<file path="src/rtl/seq_hit_monitor_if.sv">
// Bundle of the monitor's control inputs and status outputs.
// The consumer of the detector pulse sits on the slave side.
interface seq_hit_monitor_if #(
    parameter int CNT_W = 8,
    parameter int WIN_W = 16
);
    logic             en;
    logic             hit_in;
    logic [WIN_W-1:0] win_len;
    logic [CNT_W-1:0] thresh;
    logic             clr;
    logic [CNT_W-1:0] hit_count;
    logic [CNT_W-1:0] win_count;
    logic             win_valid;
    logic             thresh_flag;
    logic             overflow;

    modport master (
        output en, hit_in, win_len, thresh, clr,
        input  hit_count, win_count, win_valid, thresh_flag, overflow
    );

    modport slave (
        input  en, hit_in, win_len, thresh, clr,
        output hit_count, win_count, win_valid, thresh_flag, overflow
    );
endinterface

</file>
<file path="src/rtl/seq_hit_monitor.sv">
// Counts sequence-detector match pulses over programmable windows and latches
// the per-window count with sticky threshold and overflow status.
module seq_hit_monitor #(
    parameter int CNT_W = 8,
    parameter int WIN_W = 16
) (
    input  logic               clk,
    input  logic               rst,
    seq_hit_monitor_if.slave   mon
);
    typedef enum logic {ST_IDLE = 1'b0, ST_RUN = 1'b1} state_t;

    localparam logic [CNT_W-1:0] CNT_MAX = '1;

    state_t           r_state, w_state_next;
    logic [WIN_W-1:0] r_cyc_cnt, w_cyc_cnt_next;
    logic [WIN_W-1:0] r_win_len_q, w_win_len_q_next;
    logic [CNT_W-1:0] r_hit_count, w_hit_count_next;
    logic [CNT_W-1:0] r_win_count, w_win_count_next;
    logic             r_win_valid, w_win_valid_next;
    logic             r_thresh_flag, w_thresh_flag_next;
    logic             r_overflow, w_overflow_next;

    logic             w_saturated;
    logic             w_last;
    logic [CNT_W-1:0] w_hit_inc;

    assign w_saturated = (r_hit_count == CNT_MAX);
    assign w_hit_inc   = (mon.hit_in && !w_saturated) ? r_hit_count + CNT_W'(1) : r_hit_count;
    assign w_last      = (r_cyc_cnt == r_win_len_q - WIN_W'(1));

    always_comb begin
        w_state_next       = r_state;
        w_cyc_cnt_next     = r_cyc_cnt;
        w_win_len_q_next   = r_win_len_q;
        w_hit_count_next   = r_hit_count;
        w_win_count_next   = r_win_count;
        w_win_valid_next   = 1'b0;
        w_thresh_flag_next = r_thresh_flag;
        w_overflow_next    = r_overflow;

        if (mon.clr) begin
            // State is kept; a running window simply restarts from cycle 0.
            w_cyc_cnt_next     = '0;
            w_hit_count_next   = '0;
            w_win_count_next   = '0;
            w_thresh_flag_next = 1'b0;
            w_overflow_next    = 1'b0;
        end else begin
            unique case (r_state)
                ST_IDLE: begin
                    w_cyc_cnt_next   = '0;
                    w_hit_count_next = '0;
                    if (mon.en && (mon.win_len != '0)) begin
                        w_win_len_q_next = mon.win_len;
                        w_state_next     = ST_RUN;
                    end
                end
                ST_RUN: begin
                    if (!mon.en || (r_win_len_q == '0)) begin
                        w_state_next     = ST_IDLE;
                        w_cyc_cnt_next   = '0;
                        w_hit_count_next = '0;
                    end else begin
                        if (mon.hit_in && w_saturated)
                            w_overflow_next = 1'b1;
                        if (w_last) begin
                            // The last-cycle hit is folded into the latched count.
                            w_win_count_next = w_hit_inc;
                            w_win_valid_next = 1'b1;
                            if ((mon.thresh != '0) && (w_hit_inc >= mon.thresh))
                                w_thresh_flag_next = 1'b1;
                            w_hit_count_next = '0;
                            w_cyc_cnt_next   = '0;
                            w_win_len_q_next = mon.win_len;
                        end else begin
                            w_cyc_cnt_next   = r_cyc_cnt + WIN_W'(1);
                            w_hit_count_next = w_hit_inc;
                        end
                    end
                end
                default: w_state_next = ST_IDLE;
            endcase
        end
    end

    always_ff @(posedge clk) begin
        if (rst) begin
            r_state       <= ST_IDLE;
            r_cyc_cnt     <= '0;
            r_win_len_q   <= '0;
            r_hit_count   <= '0;
            r_win_count   <= '0;
            r_win_valid   <= 1'b0;
            r_thresh_flag <= 1'b0;
            r_overflow    <= 1'b0;
        end else begin
            r_state       <= w_state_next;
            r_cyc_cnt     <= w_cyc_cnt_next;
            r_win_len_q   <= w_win_len_q_next;
            r_hit_count   <= w_hit_count_next;
            r_win_count   <= w_win_count_next;
            r_win_valid   <= w_win_valid_next;
            r_thresh_flag <= w_thresh_flag_next;
            r_overflow    <= w_overflow_next;
        end
    end

    assign mon.hit_count   = r_hit_count;
    assign mon.win_count   = r_win_count;
    assign mon.win_valid   = r_win_valid;
    assign mon.thresh_flag = r_thresh_flag;
    assign mon.overflow    = r_overflow;
endmodule

</file>
<file path="src/flat_wrapper.sv">
// flat-port wrapper written by rule: the top's interface ports become plain ports
module seq_hit_monitor_flat 
#(
    parameter int CNT_W = 8,
    parameter int WIN_W = 16
)
  (clk, rst, mon_en, mon_hit_in, mon_win_len, mon_thresh, mon_clr, mon_hit_count, mon_win_count, mon_win_valid, mon_thresh_flag, mon_overflow);
  seq_hit_monitor_if #(.CNT_W(CNT_W), .WIN_W(WIN_W)) mon_i ();
  input  logic clk;
  input  logic rst;
  input wire logic [$bits(mon_i.en)-1:0] mon_en;
  input wire logic [$bits(mon_i.hit_in)-1:0] mon_hit_in;
  input wire logic [$bits(mon_i.win_len)-1:0] mon_win_len;
  input wire logic [$bits(mon_i.thresh)-1:0] mon_thresh;
  input wire logic [$bits(mon_i.clr)-1:0] mon_clr;
  output wire logic [$bits(mon_i.hit_count)-1:0] mon_hit_count;
  output wire logic [$bits(mon_i.win_count)-1:0] mon_win_count;
  output wire logic [$bits(mon_i.win_valid)-1:0] mon_win_valid;
  output wire logic [$bits(mon_i.thresh_flag)-1:0] mon_thresh_flag;
  output wire logic [$bits(mon_i.overflow)-1:0] mon_overflow;
  assign mon_i.en = mon_en;
  assign mon_i.hit_in = mon_hit_in;
  assign mon_i.win_len = mon_win_len;
  assign mon_i.thresh = mon_thresh;
  assign mon_i.clr = mon_clr;
  assign mon_hit_count = mon_i.hit_count;
  assign mon_win_count = mon_i.win_count;
  assign mon_win_valid = mon_i.win_valid;
  assign mon_thresh_flag = mon_i.thresh_flag;
  assign mon_overflow = mon_i.overflow;
  seq_hit_monitor #(.CNT_W(CNT_W), .WIN_W(WIN_W)) u_core (.clk(clk), .rst(rst), .mon(mon_i));
endmodule
</file>
<file path="config.mk">
export PLATFORM = sky130hd
export DESIGN_NAME = seq_hit_monitor_flat
export DESIGN_NICKNAME = d
export VERILOG_FILES = /design/src/rtl/seq_hit_monitor_if.sv /design/src/rtl/seq_hit_monitor.sv /design/src/flat_wrapper.sv
export SDC_FILE = /design/constraint.sdc
export NUM_CORES = 1
export LEC_CHECK = 0
export ABC_AREA = 0
export BUFFER_PORTS_ARGS = -buffer_cell sky130_fd_sc_hd__buf_2
export CORE_MARGIN = 5
export CORE_UTILIZATION = 40
export DETAILED_ROUTE_END_ITERATION = 10
export SLEW_MARGIN = 30
export SYNTH_ARGS = -nofsm -noshare
export SYNTH_HDL_FRONTEND = slang
export SYNTH_SLANG_ARGS = --single-unit
</file>
<file path="constraint.sdc">
create_clock -name clk -period 5.85 [get_ports clk]
set_input_delay 0.2925 -clock clk [delete_from_list [all_inputs] [get_ports clk]]
set_output_delay 0.2925 -clock clk [all_outputs]
set_load 0.02 [all_outputs]
</file>
* Word level (Yosys, flattened, before mapping) *
Index checks and enable logic that the tools add are counted.

storage, ports and cells
  input bits = 29
  logic and storage cells = 51
  output and inout bits = 19
  register bits after elaboration = 52

operators by class
  bitwise operators = 3
  add/sub/neg operators = 3
  reductions and logical operators = 16
  equality and inequality tests = 5
  multiplexer cells = 15
  $lt $le $gt $ge = 1

operator list
  cell                     number
  $mux W16                 5
  $pmux W16 S2             2
  $mux W8                  3
  $add A16 B1 Y16 const B  1
  $eq A16 B16 Y1           1
  $logic_not A16 Y1        1
  $pmux W8 S2              1
  $reduce_bool A16 Y1      1
  $sub A16 B1 Y16 const B  1
  $add A8 B1 Y8 const B    1
  $eq A8 B8 Y1 const B     1
  $ge A8 B8 Y1             1
  $reduce_and A4 Y1        2
  $reduce_bool A8 Y1       1
  $reduce_and A3 Y1        2
  $logic_and A1 B1 Y1      4
  $ne A2 B2 Y1 const B     2
  $reduce_or A4 Y1         1
  $mux W1                  3
  $not A1 Y1               3
  $logic_not A1 Y1         2
  $ne A2 B1 Y1 const B     1
  $pmux W1 S2              1
  $reduce_or A2 Y1         1
  $logic_or A1 B1 Y1       1

* Longest topological paths before layout *
Gate-level depths: netlist of the first run.

  depth after elaboration = 7
  gate-level depth with buffers = 14
  mapped depth without buffers = 13

* Least setup slack after synthesis of the first run *
OpenSTA, ideal clock, no wires.

  path kind = flip-flop to flip-flop
  start point = register u_core.r_win_len_q[0]
  end point = register u_core.r_hit_count[0], in the netlist u_core.mon.hit_count[0]
  cell stages (with the launch flop) = 15
  setup slack = 2.824 ns
  required time = 5.729 ns
  path buffers = 5
  period minus slack after synthesis = 3.026 ns
  arrival time = 2.905 ns
  setup time = 0.121 ns
  path through = dfxtp_1 -> buf_1 -> inv_1 -> ha_1 -> clkbuf_1 -> or3b_2 -> nor4_1 -> o2111ai_1 -> a211oi_1 -> and4_1 -> buf_4 -> or2_1 -> buf_4 -> buf_6 -> nor2_1

between the ends
  cells in the longest elaborated chain, start to end = 5
  elaborated cells between the ends (all ways) = 7
  those cells by class = add/sub (1); eq/ne (1); mux (3); reduce/logical (2)

ends and longest elaborated chain
  item                    RTL line                source
  from (decl)             seq_hit_monitor.sv:17   logic [WIN_W-1:0] r_win_len_q, w_win_len_q_next;
  from (signal assigned)  seq_hit_monitor.sv:100  r_win_len_q <= w_win_len_q_next;
  $sub A16 B1 Y16         seq_hit_monitor.sv:30   assign w_last = (r_cyc_cnt == r_win_len_q - WIN_W'(1));
  $eq A16 B16 Y1          seq_hit_monitor.sv:30
  $mux W8                 seq_hit_monitor.sv:67   if (w_last) begin
  $mux W8 *               seq_hit_monitor.sv:60   if (!mon.en || (r_win_len_q == '0)) begin
  $pmux W8 S2 *           seq_hit_monitor.sv:50   unique case (r_state)
  to (signal assigned)    seq_hit_monitor.sv:101  r_hit_count <= w_hit_count_next;
  to (decl)               seq_hit_monitor.sv:18   logic [CNT_W-1:0] r_hit_count, w_hit_count_next;

Mark *: on every way between the ends. The rest lies on a longest branch, timed or not.
A chain may end at the register's enable or synchronous reset.

* Worst setup path after layout of the first run *
  start point = register u_core.r_win_len_q[0]
  end point = register u_core.r_cyc_cnt[9]

between the ends
  cells in the longest elaborated chain, start to end = 5
  elaborated cells between the ends (all ways) = 7
  those cells by class = add/sub (1); eq/ne (1); mux (3); reduce/logical (2)

ends and longest elaborated chain
  item                  RTL line               source
  $sub A16 B1 Y16       seq_hit_monitor.sv:30
  $eq A16 B16 Y1        seq_hit_monitor.sv:30
  $mux W16              seq_hit_monitor.sv:67
  $mux W16 *            seq_hit_monitor.sv:60
  $pmux W16 S2 *        seq_hit_monitor.sv:50
  to (signal assigned)  seq_hit_monitor.sv:99  r_cyc_cnt <= w_cyc_cnt_next;
  to (decl)             seq_hit_monitor.sv:16  logic [WIN_W-1:0] r_cyc_cnt, w_cyc_cnt_next;

Marks and branches as above.

==> results.sh, run 1 <==
export IMPL_reg2regPathDepth=9
export IMPL_peakVddDrop_mv=0.109
export IMPL_crit_fanout=24
export IMPL_synth_area_um2=3250
export IMPL_synth_cells=404
export IMPL_path_clk_slew_ps=100
export IMPL_cts_buffer_depth=2
export IMPL_crit_required_ps=6020
export IMPL_wl_per_cell_um=15.2
export IMPL_gp_congestion=0.896
export IMPL_n_antenna_cell=0
export IMPL_crit_arrival_ps=4190
export IMPL_ant_nets=0
export IMPL_postCtsSetupRepairBufs=0
export IMPL_nets=472
export IMPL_syn_nets=444
export IMPL_avgSynthCellArea_um2=8.04
export IMPL_die_area_um2=10000
export IMPL_setup_slack_ps=1830
export IMPL_reg2reg_from="u_core.r_win_len_q[0]"
export IMPL_hp_start="rst"
export IMPL_routed_wl_um=8140
export IMPL_async_flop_share_pct=0
export IMPL_rrSetupSlack_ps=1830
export IMPL_worst_slew_pin_slew_ps=911
export IMPL_grt_pass1_vias=2734
export IMPL_yosys_area_top_type="dfxtp_1"
export IMPL_ys_types=54
export IMPL_rows=32
export IMPL_synthFlopType="dfxtp_1"
export IMPL_ys_seq_area_share_pct=32.1
export IMPL_yosys_area_top_type_share_pct=32.1
export IMPL_tritoncts="yes"
export IMPL_r2r_end="u_core.r_cyc_cnt[9]"
export IMPL_status="completed"
export IMPL_maxCapViolations=0
export IMPL_start_util_pct=41.6
export IMPL_hold_viol_final=0
export IMPL_num_vias=2988
export IMPL_cts_resized=0
export IMPL_setup_tns_ps=0
export IMPL_hold_depth=2
export IMPL_fin_crit_sh_pct=68.8
export IMPL_worstSkewPairLatency_ps=310
export IMPL_grt_overflow_total=0
export IMPL_slew_violations=0
export IMPL_drt_iter0_markers=117
export IMPL_cts_root_buf="clkbuf_8"
export IMPL_finClkSkew_ps=7.50
export IMPL_antenna_found_initial=0
export IMPL_dp_slack_ps=1820
export IMPL_remaining_drc_errors=0
export IMPL_cts_htree_levels=2
export IMPL_synth_commonest_cells="dfxtp_1, nand2_1, nor2_1"
export IMPL_die_w_um=100
export IMPL_drt_pass1_iterations=4
export IMPL_power_leakage_nw=1.46
export IMPL_startpoint="u_core.r_win_len_q[0]"
export IMPL_grt_pass1_wl_um=13400
export IMPL_synth_most_common_cell="dfxtp_1"
export IMPL_p_per_area_nw_per_um2=207
export IMPL_end_kind="flop"
export IMPL_via_per_inst=5.59
export IMPL_cts_buffers=5
export IMPL_power_uw=743
export IMPL_ys_top_cells_by_area="dfxtp_1, xnor2_1, nand3_1"
export IMPL_numPortBuffers=47
export IMPL_yosys_warnings=0
export IMPL_synth_edf_count=0
export IMPL_area_growth_pct=10.4
export IMPL_ios=48
export IMPL_drive_gt1_share_pct=15.7
export IMPL_fmax_mhz=248
export IMPL_hpwl_um=6080
export IMPL_hp_class="in2reg"
export IMPL_hold_end="u_core.r_state"
export IMPL_period_minus_slack_ps=4020
export IMPL_fp_coreArea_um2=7810
export IMPL_grt_use_total_pct=16.3
export IMPL_fp_dieH_um=100
export IMPL_ys_seq_elements=52
export IMPL_start_kind="flop"
export IMPL_grt_max_degree=33
export IMPL_setup_viol=0
export IMPL_slew_headroom_pct=39.2
export IMPL_critPathKind="reg2reg"
export IMPL_hold_ws_ps=203
export IMPL_grt_setup_unrepaired="no"
export IMPL_clock_sinks=52
export IMPL_holdBufCountCts=0
## sequential cells by signal, indices dropped and copies added (netlist names)
name / cells
u_core.mon.thresh_flag: 1
u_core.r_state: 1
u_core.mon.win_count: 8
u_core.mon.hit_count: 8
u_core.mon.win_valid: 1
u_core.r_cyc_cnt: 16
u_core.r_win_len_q: 16
u_core.mon.overflow: 1
## layer usage
layer / vias to the layer above / GRT usage [%] / routed length, µm
li1: 1499 / - / -
met1: 1422 / 22.9 / 3990
met2: 60 / 25.8 / 3720
met3: 7 / 3.47 / 346
met4: 0 / 3.83 / 82
met5: - / 0 / 0
## metrics by stage
step           cell area, µm²  utilization, %  instances
6_report                 3580            45.9        535
3_3_place_gp             3490            44.7        527
5_1_grt                  3580            45.9        535
4_1_cts                  3580            45.8        535
2_1_floorplan            3250               -        404
3_5_place_dp             3490            44.7        527
## power by group
group | switching (mW) | internal, mW | total, mW
Combinational | 0.0851 | 0.0634 | 0.149
Sequential | 0.0214 | 0.363 | 0.384
Clock | 0.125 | 0.0855 | 0.210
Total | 0.231 | 0.512 | 0.743
## kinds of logic after synthesis
| kind of cell | Yosys count | synth area share [%] |
|---|---|---|
| adders and majority gates | 11 | 4.24 |
| xor gates and xnor gates | 42 | 11.3 |
| and+or+nand+nor | 159 | 24.8 |
| DFF | 52 | 32.1 |
| muxes | 7 | 2.16 |
| AOI/OAI and AO/OA | 73 | 17.6 |
| buffers and inverters | 60 | 7.78 |
## cell usage in the layout, fill, tap and decap left out, drive strengths merged, types with 8 or more instances in the layout
cell	netlist	layout
inv	33	33
xor2	13	13
dfxtp	52	52
nor2	34	34
buf	9	48
nand3	30	30
nand2	35	35
nor4	11	11
o211ai	16	16
xnor2	29	29
ha	11	11
nor3	9	9
o221ai	16	16
nor2b	8	8
## worst max-delay path by stage
stage / to / slack [ps]
6_report: u_core.r_cyc_cnt[9] / 1830
5_1_grt: u_core.r_cyc_cnt[7] / 1420
4_1_cts: u_core.r_cyc_cnt[9] / 1790
3_5_place_dp: u_core.r_cyc_cnt[9] / 1820
3_3_place_gp: u_core.r_cyc_cnt[6] / 1990
2_1_floorplan: u_core.mon.hit_count[0] / 2820
## cell type report
class | count | area (µm²)
repair buffers | 48 | 243
flip-flops and latches | 52 | 1040
multi-input cells | 292 | 1960
clock buffers | 6 | 72.6
fillers | 776 | 4220
well taps | 102 | 128
inverters | 33 | 124
clock inverters | 2 | 16.3
## worst max-delay path: stages, from the launching register on
cell       delay, ps
dfxtp_1          440
inv_1            110
ha_1             360
or3b_2           490
nor4_1           450
o2111ai_1        160
a211oi_1         280
and4_1           740
or2_1            730
nor2_1           110
Note: power is estimated with default switching activity, not from simulation.
==> run 2, diff against run 1 <==
==> constraint.sdc (replaced) <==
create_clock -name clk -period 3.9 [get_ports clk]
set_input_delay 0.195 -clock clk [delete_from_list [all_inputs] [get_ports clk]]
set_output_delay 0.195 -clock clk [all_outputs]
set_load 0.02 [all_outputs]
==> run 2 against run 1 <==
  * Clock-buffer cell count unchanged
  * Register-to-register slack lost 1100 ps
  * Routed wire length fell by 2.4%
  * Largest cell class unchanged
  * Via count shrank 0.57%
  * Final cell count is 1.1% higher
  * Clock skew shrank 3.0 ps
  * First-iteration DRC count up 21%
  * Sequential share of layout area down 0.48 points
  * Critical path depth up 1
  * Global-route usage is essentially flat
  * Hold slack lost 120 ps
  * Combinational power is 52% higher
==> results.sh, run 2 (same netlist as run 1, synthesis figures left out) <==
export IMPL_p_per_area_nw_per_um2=323
export IMPL_num_vias=2971
export IMPL_cts_root_buf="clkbuf_8"
export IMPL_ios=48
export IMPL_nets=478
export IMPL_holdBufCountCts=0
export IMPL_area_growth_pct=12.3
export IMPL_fp_dieH_um=100
export IMPL_via_per_inst=5.49
export IMPL_cp_depth=10
export IMPL_nFillCells=830
export IMPL_hold_viol_final=0
export IMPL_rows=32
export IMPL_numPortBuffers=47
export IMPL_clock_sinks=52
export IMPL_die_area_um2=10000
export IMPL_postCtsSetupRepairBufs=0
export IMPL_worstSkewPairLatency_ps=300
export IMPL_stdcell_count=541
export IMPL_critPathSlowestCell="or3b_2"
export IMPL_dp_cells=533
export IMPL_fin_crit_sh_pct=81.1
export IMPL_slowest_delay_ps=490
export IMPL_hp_class="in2reg"
export IMPL_grt_overflow_total=0
export IMPL_maxCapViolations=0
export IMPL_hpwl_um=6130
export IMPL_cts_resized=0
export IMPL_wl_per_cell_um=14.7
export IMPL_cp_top_family="simple AND/OR/NAND/NOR gates"
export IMPL_die_w_um=100
export IMPL_cts_htree_levels=2
export IMPL_period_minus_slack_ps=3160
export IMPL_antenna_found_initial=0
export IMPL_path_buf_inv=2
export IMPL_finClkSkew_ps=4.53
export IMPL_grt_pass1_wl_um=13500
export IMPL_peakVddDrop_mv=0.150
export IMPL_cts_buffers=5
export IMPL_ant_nets=0
export IMPL_crit_fanout=24
export IMPL_grt_pass1_vias=2783
export IMPL_crit_arrival_ps=3360
export IMPL_critPathKind="reg2reg"
export IMPL_drt_pass1_iterations=4
export IMPL_fp_coreArea_um2=7810
export IMPL_final_cell_mix="dfxtp_1, buf_2, nand2_1, nor2_1, inv_1"
export IMPL_fmax_mhz=316
export IMPL_remaining_drc_errors=0
export IMPL_start_util_pct=41.6
export IMPL_grt_use_total_pct=16.4
export IMPL_reg_top3="u_core.r_cyc_cnt: 16 flops, u_core.r_win_len_q: 16 flops"
export IMPL_reg2regPathDepth=10
export IMPL_crit_required_ps=4100
export IMPL_grt_max_degree=33
export IMPL_slew_headroom_pct=39.5
export IMPL_worst_slew_pin_slew_ps=907
export IMPL_setup_viol=0
export IMPL_setup_tns_ps=0
export IMPL_n_antenna_cell=0
export IMPL_status="completed"
export IMPL_hold_depth=2
export IMPL_start_kind="flop"
export IMPL_cts_buffer_depth=2
export IMPL_tritoncts="yes"
export IMPL_drive_gt1_share_pct=16.4
export IMPL_end_kind="flop"
export IMPL_seq_area_um2=1040
export IMPL_grt_setup_unrepaired="no"
export IMPL_routed_wl_um=7950
export IMPL_gp_congestion=0.856
export IMPL_multi_input_area_um2=1950
export IMPL_drt_iter0_markers=141
export IMPL_slew_violations=0
export IMPL_power_leakage_nw=1.50
export IMPL_final_common_cell="dfxtp_1"
export IMPL_path_clk_slew_ps=90
export IMPL_crit_chain="inv_1 -> ha_1 -> or3b_2 -> nor4_1 -> o2111ai_1 -> a211oi_1 -> and4_1 -> or2_1 -> buf_4 -> nor2_1"
run 2: final timing paths:
check,from,to,slack (ps)
setup / recovery,u_core.r_win_len_q[0],u_core.r_cyc_cnt[3],740
hold / removal,rst,u_core.r_state,90
hold reg to reg,u_core.mon.win_count[5],u_core.mon.win_count[5],460
setup reg to reg,u_core.r_win_len_q[0],u_core.r_cyc_cnt[3],740
run 2: through the flow:
step,hold WS [ps],cell area (µm²),worst slack (ps),power (mW),utilization [%]
floorplan,273,3250,874,0.747,-
global placement,409,3530,843,0.809,45.3
detailed placement,411,3530,748,0.811,45.3
CTS,78.5,3640,738,1.19,46.7
global route,96.9,3640,441,1.25,46.7
finish,86.7,3640,737,1.18,46.7
run 2: power breakdown:
part | switching, mW | internal, mW | leakage [nW]
Clock | 0.181 | 0.194 | 0.0558
Sequential | 0.0309 | 0.544 | 0.421
Combinational | 0.126 | 0.101 | 1.03
Total | 0.338 | 0.839 | 1.50
run 2: layout make-up:
class	count	share of cell area, %
Clock inverter	2	1.06
Inverter	33	3.40
Multi-Input combinational cell	292	53.6
Sequential cell	52	28.6
Clock buffer	6	1.99
Timing Repair Buffer	54	7.90
Tap cell	102	3.50
run 2: metal layers:
metal | track usage [%] | wire, µm | vias to the layer above | part of all wire [%]
li1 | - | - | 1506 | -
met1 | 23.2 | 3830 | 1392 | 48
met2 | 25.8 | 3590 | 63 | 45
met3 | 3.06 | 413 | 10 | 5.2
met4 | 4.15 | 112 | 0 | 1.4
met5 | 0 | 0 | - | 0
